### src/rtl/wr_ptr_pkg.sv
// ---------------------------------------------------------------------------
// wr_ptr_pkg
// Shared definitions for the FIFO pointer controllers (write and read side).
//   wr_state_e  : 2-bit registered status encoding EMPTY/FILLING/AFULL/FULL
//   WR_STATE_W  : width of the status field
//   ptr_level() : occupancy from a pair of wrap-bit pointers for any depth
// ---------------------------------------------------------------------------
package wr_ptr_pkg;

    localparam int WR_STATE_W = 2;

    typedef enum logic [WR_STATE_W-1:0] {
        WS_EMPTY   = 2'd0,
        WS_FILLING = 2'd1,
        WS_AFULL   = 2'd2,
        WS_FULL    = 2'd3
    } wr_state_e;

    // Occupancy between a producer pointer and a consumer pointer, both
    // ptr_w bits wide with the wrap bit at ptr_w-1. Works at 32 bits so one
    // function serves every instance; callers truncate to their own width.
    // When the wrap bits differ the producer has lapped the array once, so
    // the count is the tail of the consumer's lap plus the producer's index.
    function automatic logic [31:0] ptr_level(
        input logic [31:0] prod_ptr,
        input logic [31:0] cons_ptr,
        input int unsigned ptr_w,
        input int unsigned depth
    );
        logic [31:0] idx_mask;
        logic [31:0] prod_idx;
        logic [31:0] cons_idx;
        logic        same_lap;
        idx_mask = (32'd1 << (ptr_w - 1)) - 32'd1;
        prod_idx = prod_ptr & idx_mask;
        cons_idx = cons_ptr & idx_mask;
        same_lap = (prod_ptr[ptr_w-1] == cons_ptr[ptr_w-1]);
        if (same_lap)
            return prod_idx - cons_idx;
        else
            return depth - cons_idx + prod_idx;
    endfunction

endpackage

### src/rtl/wr_ptr_ctrl_wrap_ptr_cnt.sv
// ---------------------------------------------------------------------------
// wrap_ptr_cnt
// Wrap-bit pointer counter for arbitrary (non power-of-two) depths.
// The index counts 0..DEPTH-1; on leaving DEPTH-1 it returns to 0 and the
// wrap bit (MSB) toggles. Shared by the write- and read-side controllers.
// Parameters:
//   D      pointer width, bit D-1 is the wrap bit
//   DEPTH  number of entries, 2 <= DEPTH <= 2^(D-1)
// Ports:
//   wrclk  in   clock
//   wrrst  in   asynchronous active-high reset
//   inc    in   advance the pointer on this edge
//   ptr    out  registered pointer {wrap, index}
// ---------------------------------------------------------------------------
module wrap_ptr_cnt #(
    parameter int D     = 8,
    parameter int DEPTH = 90
) (
    input  logic         wrclk,
    input  logic         wrrst,
    input  logic         inc,
    output logic [D-1:0] ptr
);

    localparam logic [D-2:0] LAST_IDX = (D-1)'(DEPTH - 1);
    localparam logic [D-2:0] ONE_IDX  = (D-1)'(1);

    logic [D-1:0] ptr_d;
    logic [D-1:0] ptr_q;

    always_comb begin
        ptr_d = ptr_q;
        if (inc) begin
            if (ptr_q[D-2:0] == LAST_IDX)
                ptr_d = {~ptr_q[D-1], {(D-1){1'b0}}};
            else
                ptr_d = {ptr_q[D-1], ptr_q[D-2:0] + ONE_IDX};
        end
    end

    always_ff @(posedge wrclk or posedge wrrst) begin
        if (wrrst)
            ptr_q <= '0;
        else
            ptr_q <= ptr_d;
    end

    assign ptr = ptr_q;

endmodule

### src/rtl/wr_ptr_ctrl.sv
// ---------------------------------------------------------------------------
// wr_ptr_ctrl
// Write-side pointer controller for the team FIFOs. Keeps the wrap-bit write
// pointer, compares it against the (already write-domain) read pointer and
// produces full / almost-full / level / overflow plus a registered status.
// Parameters:
//   D          pointer width (wrap bit at D-1)
//   DEPTH      entries, 2 <= DEPTH <= 2^(D-1)
//   AF_THRESH  almost_full asserts when level >= AF_THRESH
// Ports:
//   wrclk        in   write clock
//   wrrst        in   asynchronous active-high reset
//   wren         in   write request
//   rdPtr        in   read pointer synchronised to wrclk
//   wrPtr        out  registered write pointer
//   wr_addr      out  storage array address (wrPtr index)
//   wr_accept    out  array write strobe, wren & !fifo_full
//   fifo_full    out  combinational full
//   almost_full  out  combinational, level >= AF_THRESH
//   level        out  combinational occupancy 0..DEPTH
//   overflow     out  registered overflow indication
//   wr_state     out  registered status EMPTY/FILLING/AFULL/FULL
// Build option:
//   WR_PTR_OVF_STICKY_EN  defined   -> overflow sticks at 1 until reset
//                         undefined -> overflow pulses the cycle after each
//                                      rejected write
// ---------------------------------------------------------------------------
module wr_ptr_ctrl
    import wr_ptr_pkg::*;
#(
    parameter int D         = 8,
    parameter int DEPTH     = 90,
    parameter int AF_THRESH = DEPTH - 4
) (
    input  logic                  wrclk,
    input  logic                  wrrst,
    input  logic                  wren,
    input  logic [D-1:0]          rdPtr,
    output logic [D-1:0]          wrPtr,
    output logic [D-2:0]          wr_addr,
    output logic                  wr_accept,
    output logic                  fifo_full,
    output logic                  almost_full,
    output logic [D-1:0]          level,
    output logic                  overflow,
    output logic [WR_STATE_W-1:0] wr_state
);

    localparam logic [D-1:0] AF_LVL   = D'(AF_THRESH);
    localparam logic [D-1:0] FULL_LVL = D'(DEPTH);

    logic [D-1:0] wr_ptr;
    wr_state_e    state_d;
    wr_state_e    state_q;
    logic         ovf_d;
    logic         ovf_q;

    // Pointer counter advances only on accepted writes, so a write attempt
    // while full can never move it.
    wrap_ptr_cnt #(
        .D     (D),
        .DEPTH (DEPTH)
    ) u_wr_cnt (
        .wrclk (wrclk),
        .wrrst (wrrst),
        .inc   (wr_accept),
        .ptr   (wr_ptr)
    );

    assign wrPtr   = wr_ptr;
    assign wr_addr = wr_ptr[D-2:0];

    // Full: the writer is exactly one lap ahead of the reader.
    assign fifo_full   = (wr_ptr[D-1] != rdPtr[D-1]) && (wr_ptr[D-2:0] == rdPtr[D-2:0]);
    assign wr_accept   = wren & ~fifo_full;
    assign level       = D'(ptr_level(32'(wr_ptr), 32'(rdPtr), D, DEPTH));
    assign almost_full = (level >= AF_LVL);

    // Status state register
    always_ff @(posedge wrclk or posedge wrrst) begin
        if (wrrst)
            state_q <= WS_EMPTY;
        else
            state_q <= state_d;
    end

    // Next state comes straight from the current level; the read side may
    // drain many entries between samples so every transition is legal.
    // With AF_THRESH == DEPTH the AFULL band is empty and never selected.
    always_comb begin
        state_d = WS_FILLING;
        if (level == '0)
            state_d = WS_EMPTY;
        else if (level >= FULL_LVL)
            state_d = WS_FULL;
        else if (level >= AF_LVL)
            state_d = WS_AFULL;
    end

    // Status output
    always_comb begin
        wr_state = state_q;
    end

`ifdef WR_PTR_OVF_STICKY_EN
    always_comb begin
        ovf_d = ovf_q | (wren & fifo_full);
    end
`else
    always_comb begin
        ovf_d = wren & fifo_full;
    end
`endif

    always_ff @(posedge wrclk or posedge wrrst) begin
        if (wrrst)
            ovf_q <= 1'b0;
        else
            ovf_q <= ovf_d;
    end

    assign overflow = ovf_q;

`ifndef SYNTHESIS
    // A read index at or beyond DEPTH cannot come from a legal read pointer.
    localparam logic [D-2:0] LAST_IDX = (D-1)'(DEPTH - 1);
    a_rd_idx_legal: assert property (@(posedge wrclk) disable iff (wrrst)
        rdPtr[D-2:0] <= LAST_IDX);
`endif

endmodule

### config.mk
export PLATFORM = sky130hd
export DESIGN_NAME = wr_ptr_ctrl
export DESIGN_NICKNAME = d
export VERILOG_FILES = /design/src/rtl/wr_ptr_pkg.sv /design/src/rtl/wr_ptr_ctrl_wrap_ptr_cnt.sv /design/src/rtl/wr_ptr_ctrl.sv
export SDC_FILE = /design/constraint.sdc
export NUM_CORES = 1
export LEC_CHECK = 0
export ABC_CLOCK_PERIOD_IN_PS = 2300
export CAP_MARGIN = 25
export CORE_AREA = 4 4 65 67
export DETAILED_ROUTE_END_ITERATION = 7
export DIE_AREA = 0 0 69 71
export GPL_ROUTABILITY_DRIVEN = 0
export PLACE_DENSITY = 0.68
export SETUP_SLACK_MARGIN = 0.4
export SLEW_MARGIN = 10
export SYNTH_ARGS = -nofsm -noshare
export SYNTH_HDL_FRONTEND = slang
export SYNTH_SLANG_ARGS = --single-unit
### constraint.sdc
create_clock -name wrclk -period 2.3 [get_ports wrclk]
set_input_delay 0.23 -clock wrclk [delete_from_list [all_inputs] [get_ports wrclk]]
set_output_delay 0.23 -clock wrclk [all_outputs]
set_load 0.01 [all_outputs]
# Word-level counts from Yosys, hierarchy flattened
# Cells that the tools add are included.
# W data, S select, Z words.
word_totals:
  register_bits: 11
  mem_bits_ro: 0
  inputBits: 11
  ramBits: 0
  latchBits: 0
  mem_count: 0
classes:
  addsub: 4
  eq_ne: 4
  shifts: 0
  order_cmp: 2
  mux: 5
  reduce_logical: 3
  div: 0
  mul: 0
  n_bitwise: 4
ops:
  columns: ["cell", "n"]
  rows:
  - ["$ge A8 B7 Y1 const B", 2]
  - ["$add A8 B8 Y8", 1]
  - ["$logic_not A8 Y1", 1]
  - ["$mux W8", 1]
  - ["$sub A7 B7 Y8", 1]
  - ["$sub A7 B7 Y8 const A", 1]
  - ["$add A7 B1 Y7 const B", 1]
  - ["$eq A7 B7 Y1", 1]
  - ["$eq A7 B7 Y1 const B", 1]
  - ["$mux W7", 1]
  - ["$mux W2", 3]
  - ["$and A1 B1 Y1", 2]
  - ["$not A1 Y1", 2]
  - ["$reduce_and A2 Y1", 1]
  - ["$eq A1 B1 Y1", 1]
  - ["$logic_and A1 B1 Y1", 1]
  - ["$ne A1 B1 Y1", 1]

# Logic depth before layout (Yosys ltp)
logic_depth:
  depth_word: 7
  ltp_mapped: 11
  ltp_nobuf: 11

# Cells and area by module
# From an unflattened synthesis, not the netlist that was laid out.
unflattened:
  hier_cells: 183
  area_unflattened_um2: 1515.2
modules_own_cells:
  columns: ["mod", "seq_area_each_um2", "area_each_um2", "cells_each", "n_inst"]
  rows:
  - ["wr_ptr_ctrl", 75.1, 1086.0, 141, 1]
  - ["wrap_ptr_cnt", 200.2, 429.2, 42, 1]

# Least setup slack after synthesis
# Ideal clock, no wire load.
synth_path:
  path_kind: "flip-flop to output port"
  startpoint: "register u_wr_cnt.ptr_q[2] (netlist: u_wr_cnt.ptr[2])"
  endpoint: "output port almost_full"
  required_time_ns: 2.070
  path_stages_with_launch: 10
  setup_slack_ns: -0.342
  arrival_time_ns: 2.412
  path_cell_list: "dfrtp_1 -> ha_1 -> fa_1 -> nor3b_1 -> a21oi_1 -> a21oi_1 -> xnor2_1 -> o21ai_1 -> o21ai_1 -> nand2_1"
synth_via:
  elab_chain_cells: 3
synth_lines:
  columns: ["element", "line", "text"]
  rows:
  - ["start, declared", "wr_ptr_ctrl_wrap_ptr_cnt.sv:29", "logic [D-1:0] ptr_q;"]
  - ["start signal, assigned", "wr_ptr_ctrl_wrap_ptr_cnt.sv:45", "ptr_q <= ptr_d;"]
  - ["$add A8 B8 Y8 or $sub A7 B7 Y8 (tied branches)", "wr_ptr_pkg.sv:41, wr_ptr_pkg.sv:39", null]
  - ["$mux W8 *", "wr_ptr_pkg.sv:38", "if (same_lap)"]
  - ["via level[6]", "wr_ptr_ctrl.sv:44", "output logic [D-1:0] level,"]
  - ["$ge A8 B7 Y1 *", "wr_ptr_ctrl.sv:77", "assign almost_full = (level >= AF_LVL);"]
  - ["end, declared", "wr_ptr_ctrl.sv:43", "output logic almost_full,"]
# Mark *: on every way through the listed nets, which the timed path passes. The rest lies on a longest branch.

# Worst setup path in the final report
layout_path:
  startpoint: "register u_wr_cnt.ptr_q[2] (netlist: u_wr_cnt.ptr[2])"
  endpoint: "register state_q[0] (netlist: wr_state[0])"
layout_via:
  elab_chain_cells: 6
layout_lines:
  columns: ["element", "line", "text"]
  rows:
  - ["$add A8 B8 Y8 or $sub A7 B7 Y8 (tied branches)", "wr_ptr_pkg.sv:41, wr_ptr_pkg.sv:39", null]
  - ["$mux W8 *", "wr_ptr_pkg.sv:38", null]
  - ["$ge A8 B7 Y1", "wr_ptr_ctrl.sv:96", "else if (level >= AF_LVL)"]
  - ["$mux W2", "wr_ptr_ctrl.sv:96", null]
  - ["$mux W2", "wr_ptr_ctrl.sv:94", "else if (level >= FULL_LVL)"]
  - ["$mux W2 *", "wr_ptr_ctrl.sv:92", "if (level == '0)"]
  - ["via state_d[0]", "wr_ptr_ctrl.sv:53", "wr_state_e state_d;"]
  - ["end signal, assigned", "wr_ptr_ctrl.sv:84", "state_q <= state_d;"]
  - ["end, declared", "wr_ptr_ctrl.sv:54", "wr_state_e state_q;"]
# Marked as above.
# A chain may end at the register's enable or synchronous reset.

==> results.md <==
- Worst-path clk slew: about 50 ps
- Worst Skew: 1.35 ps
- Final Max Slew Viols: 0
- # hold bufs at CTS: 0
- Leak: approximately 0.0012 uW
- Die W: 69 um
- Vias in the first global route: 1758
- Largest area contributor in the netlist: dfrtp_1
- FILL cells: about 260
- Violated checks: setup timing
- Avg Synthesized Cell Area: 8.26 um2
- Top-area cell type share of the netlist area: 19.2%
- Met3 GRT Util: 2.27%
- Critical path class: reg2reg
- YS warnings: 0
- Largest net degree at the start of global routing: 12
- Top_reg_cell synth: dfrtp_1
- Overall power: 4860 uW
- Htree depth: 1
- #FFs+latches synth: 11
- Remaining routing DRC violations: 0
- CP Capture Type: register
- Share of cells above drive strength 1: 49.6%
- Ant. Diodes: 0
- Overflow after GRT: 0
- Pwr/cell area: between 1500 and 2000 nW/um2
- Max clock buf depth: 2
- Skew-Pair Late Insertion Delay: 230 ps
- Busiest grt layer: met2
- Crit path required time: 2400 ps
- Port Buffers: 39
- Period utilization: 123%
- CTS buffer count: 3
- Yosys cell types: 48
- Final instance area: between 2000 and 3000 um2
- Max Cap Violations: 0
- Gr usage total: 18.5%
- CP max FO: 3
- Clk root buf: clkbuf_8
- Initial antenna violation count: 0
- Async S/R FF share, synth: 100%
- Cells after synthesis: 174
- Data arrival time of the worst path: about 2900 ps
- Pre-Repair DR Iteration Count: 4
- Post-Syn Area: 1440 um2
- Total core area: 3630 um2
- # nets final: 301
- Top cells by area, synth: dfrtp_1 (19%), ha_1 (16%), inv_1 (6.5%)
- P&R area growth vs syn: 83.4%
- Initial Utilization: 39.5%
- DP Area: approximately 2300 um2
- Ports: 40
- Post-DP HPWL: ~3600 um
- Critical path startpoint category: register
- Pre-CTS setup slack: -920 ps
- Post-Syn Nets: roughly 210
- GR Layer Usage met2: 36.1%
- Die footprint: 4900 um2
- Initial drt markers: 56
- Number of enable flip-flop cells after synthesis: 0
- Placed cells: 303
- DR vias: ~1600
- Finished Layout Cells: 316
- Final setup viols: 8
- Final Core Density: 72.5%
- Routed Antenna Nets: 0
- Worst R2R Setup Slack: -520 ps
- Clock Sink Count: 11
- R2r worst-path depth: 13
- RSZ-0062 raised after global routing: true
- Vias per cell: 5.03
- Fin crit period: 2820 ps
- Status: finished, violations left
- CTS tree: built
- Reg2Reg Launch Point: u_wr_cnt.ptr[2]$_DFFE_PP0P_
- FMAX: 0.354 GHz
- Post-detailed-route wirelength per cell: between 15 and 20 um
- Slew Limit Headroom: 72.4%
- Post-synthesis sequential area ratio: 19.2%
- M1 GR Usage: 20.2%
- Critical path endpoint: wr_state[0]$_DFF_PP0_
- Worst slew pin tran: 413 ps
- Hold/Removal Path Class: in2async
- Peak supply drop: around 0.72 mV
- Fin. Hold Viols: 0
- Reg2reg end: wr_state[0]$_DFF_PP0_
- Final wirelength: 4920 um
- Global-route wire length before repair: between 7000 and 8000 um
- # rows: 22
- Die H: about 70 um
- CP Launch Point: u_wr_cnt.ptr[2]$_DFFE_PP0P_
- Final Worst Setup Slack: -524 ps
where the power goes:
group          total (uW)  internal [uW]  switching (uW)
sequential            384            285            98.9
combinational        4280           2340            1940
clock                 192            122            70.2
metal layers:
metal	routed length, um	part of all wire (%)
met4	105	2.1
met1	1960	40
met3	127	2.6
met5	0	0
met2	2720	55
repair_timing:
action                     in CTS  in global routing
setup buffers                   7                  2
setup endpoints to repair      20                 20
pin swaps                      17                 12
hold endpoints to repair        0                  0
resized for setup              80                 28
gates cloned                    0                  0
logic make-up after synthesis:
group,synth area share (%)
xor+xnor,10.2
buf+inv,11.7
fa+ha+maj,19.9
flops,19.2
simple gates,19.5
compound gates,16.7
mux,2.87
how the worst min path moves through the flow:
stage	endpoint	slack, ps	depth (start not counted)
2_1_floorplan	overflow$_DFF_PP0_	80	1
3_3_place_gp	wr_state[0]$_DFF_PP0_	540	2
3_5_place_dp	wr_state[0]$_DFF_PP0_	550	2
4_1_cts	wr_state[0]$_DFF_PP0_	300	2
5_1_grt	wr_state[0]$_DFF_PP0_	330	2
6_report	wr_state[0]$_DFF_PP0_	290	2
metrics by stage:
stage / setup TNS (ps) / hold slack, ps
finish: -2840 / 289
global placement: -6110 / 545
detailed placement: -6620 / 553
global route: -3490 / 330
floorplan: -255 / 82.1
CTS: -2820 / 303
cell usage after synthesis, types with 2 or more instances:
| library cell | number |
|---|---|
| nor2_1 | 10 |
| nand2_1 | 10 |
| or2_2 | 2 |
| a21oi_1 | 8 |
| ha_1 | 18 |
| xor2_1 | 3 |
| o21ai_0 | 4 |
| mux2i_1 | 3 |
| nand3_1 | 5 |
| nand2b_1 | 5 |
| or3_1 | 2 |
| o31ai_1 | 3 |
| nor2b_1 | 6 |
| buf_2 | 2 |
| nand4_1 | 2 |
| buf_4 | 8 |
| o21ai_1 | 3 |
| nor3_1 | 4 |
| xnor2_1 | 10 |
| fa_1 | 3 |
| inv_1 | 25 |
| nand3b_1 | 2 |
| dfrtp_1 | 11 |
layout by cell type, fill, tap and decap left out, types with 8 or more instances in the layout:
cell	Yosys	routed
buf_4	8	50
buf_6	0	13
clkdlybuf4s50_1	0	22
ha_1	18	8
ha_4	0	10
inv_1	25	15
inv_2	1	9
nand2_1	10	10
nor2_1	10	10
flip-flops by register name, summed over array words and instances (netlist names):
signal	flops
overflow	1
u_wr_cnt.ptr	8
wr_state	2
final cells by class:
type	instances	area [um2]	area share, %
flip-flops and latches	11	284	10.8
inverters	26	103	3.90
clock buffers	4	45.0	1.71
well taps	48	60.1	2.28
repair buffers	100	870	33.0
multi-input cells	127	1270	48.3
worst max-delay path, cell delays in order, from the launching register on:
cell	delay, ps
dfrtp_2	420
ha_4	170
fa_2	460
buf_6	150
nor3b_4	200
buf_4	160
a21oi_4	30
a21oi_2	150
xnor2_1	100
o21ai_2	210
buf_4	150
buf_4	100
mux2i_1	270
nand3b_1	120
Power figures use the tool's default switching activity.
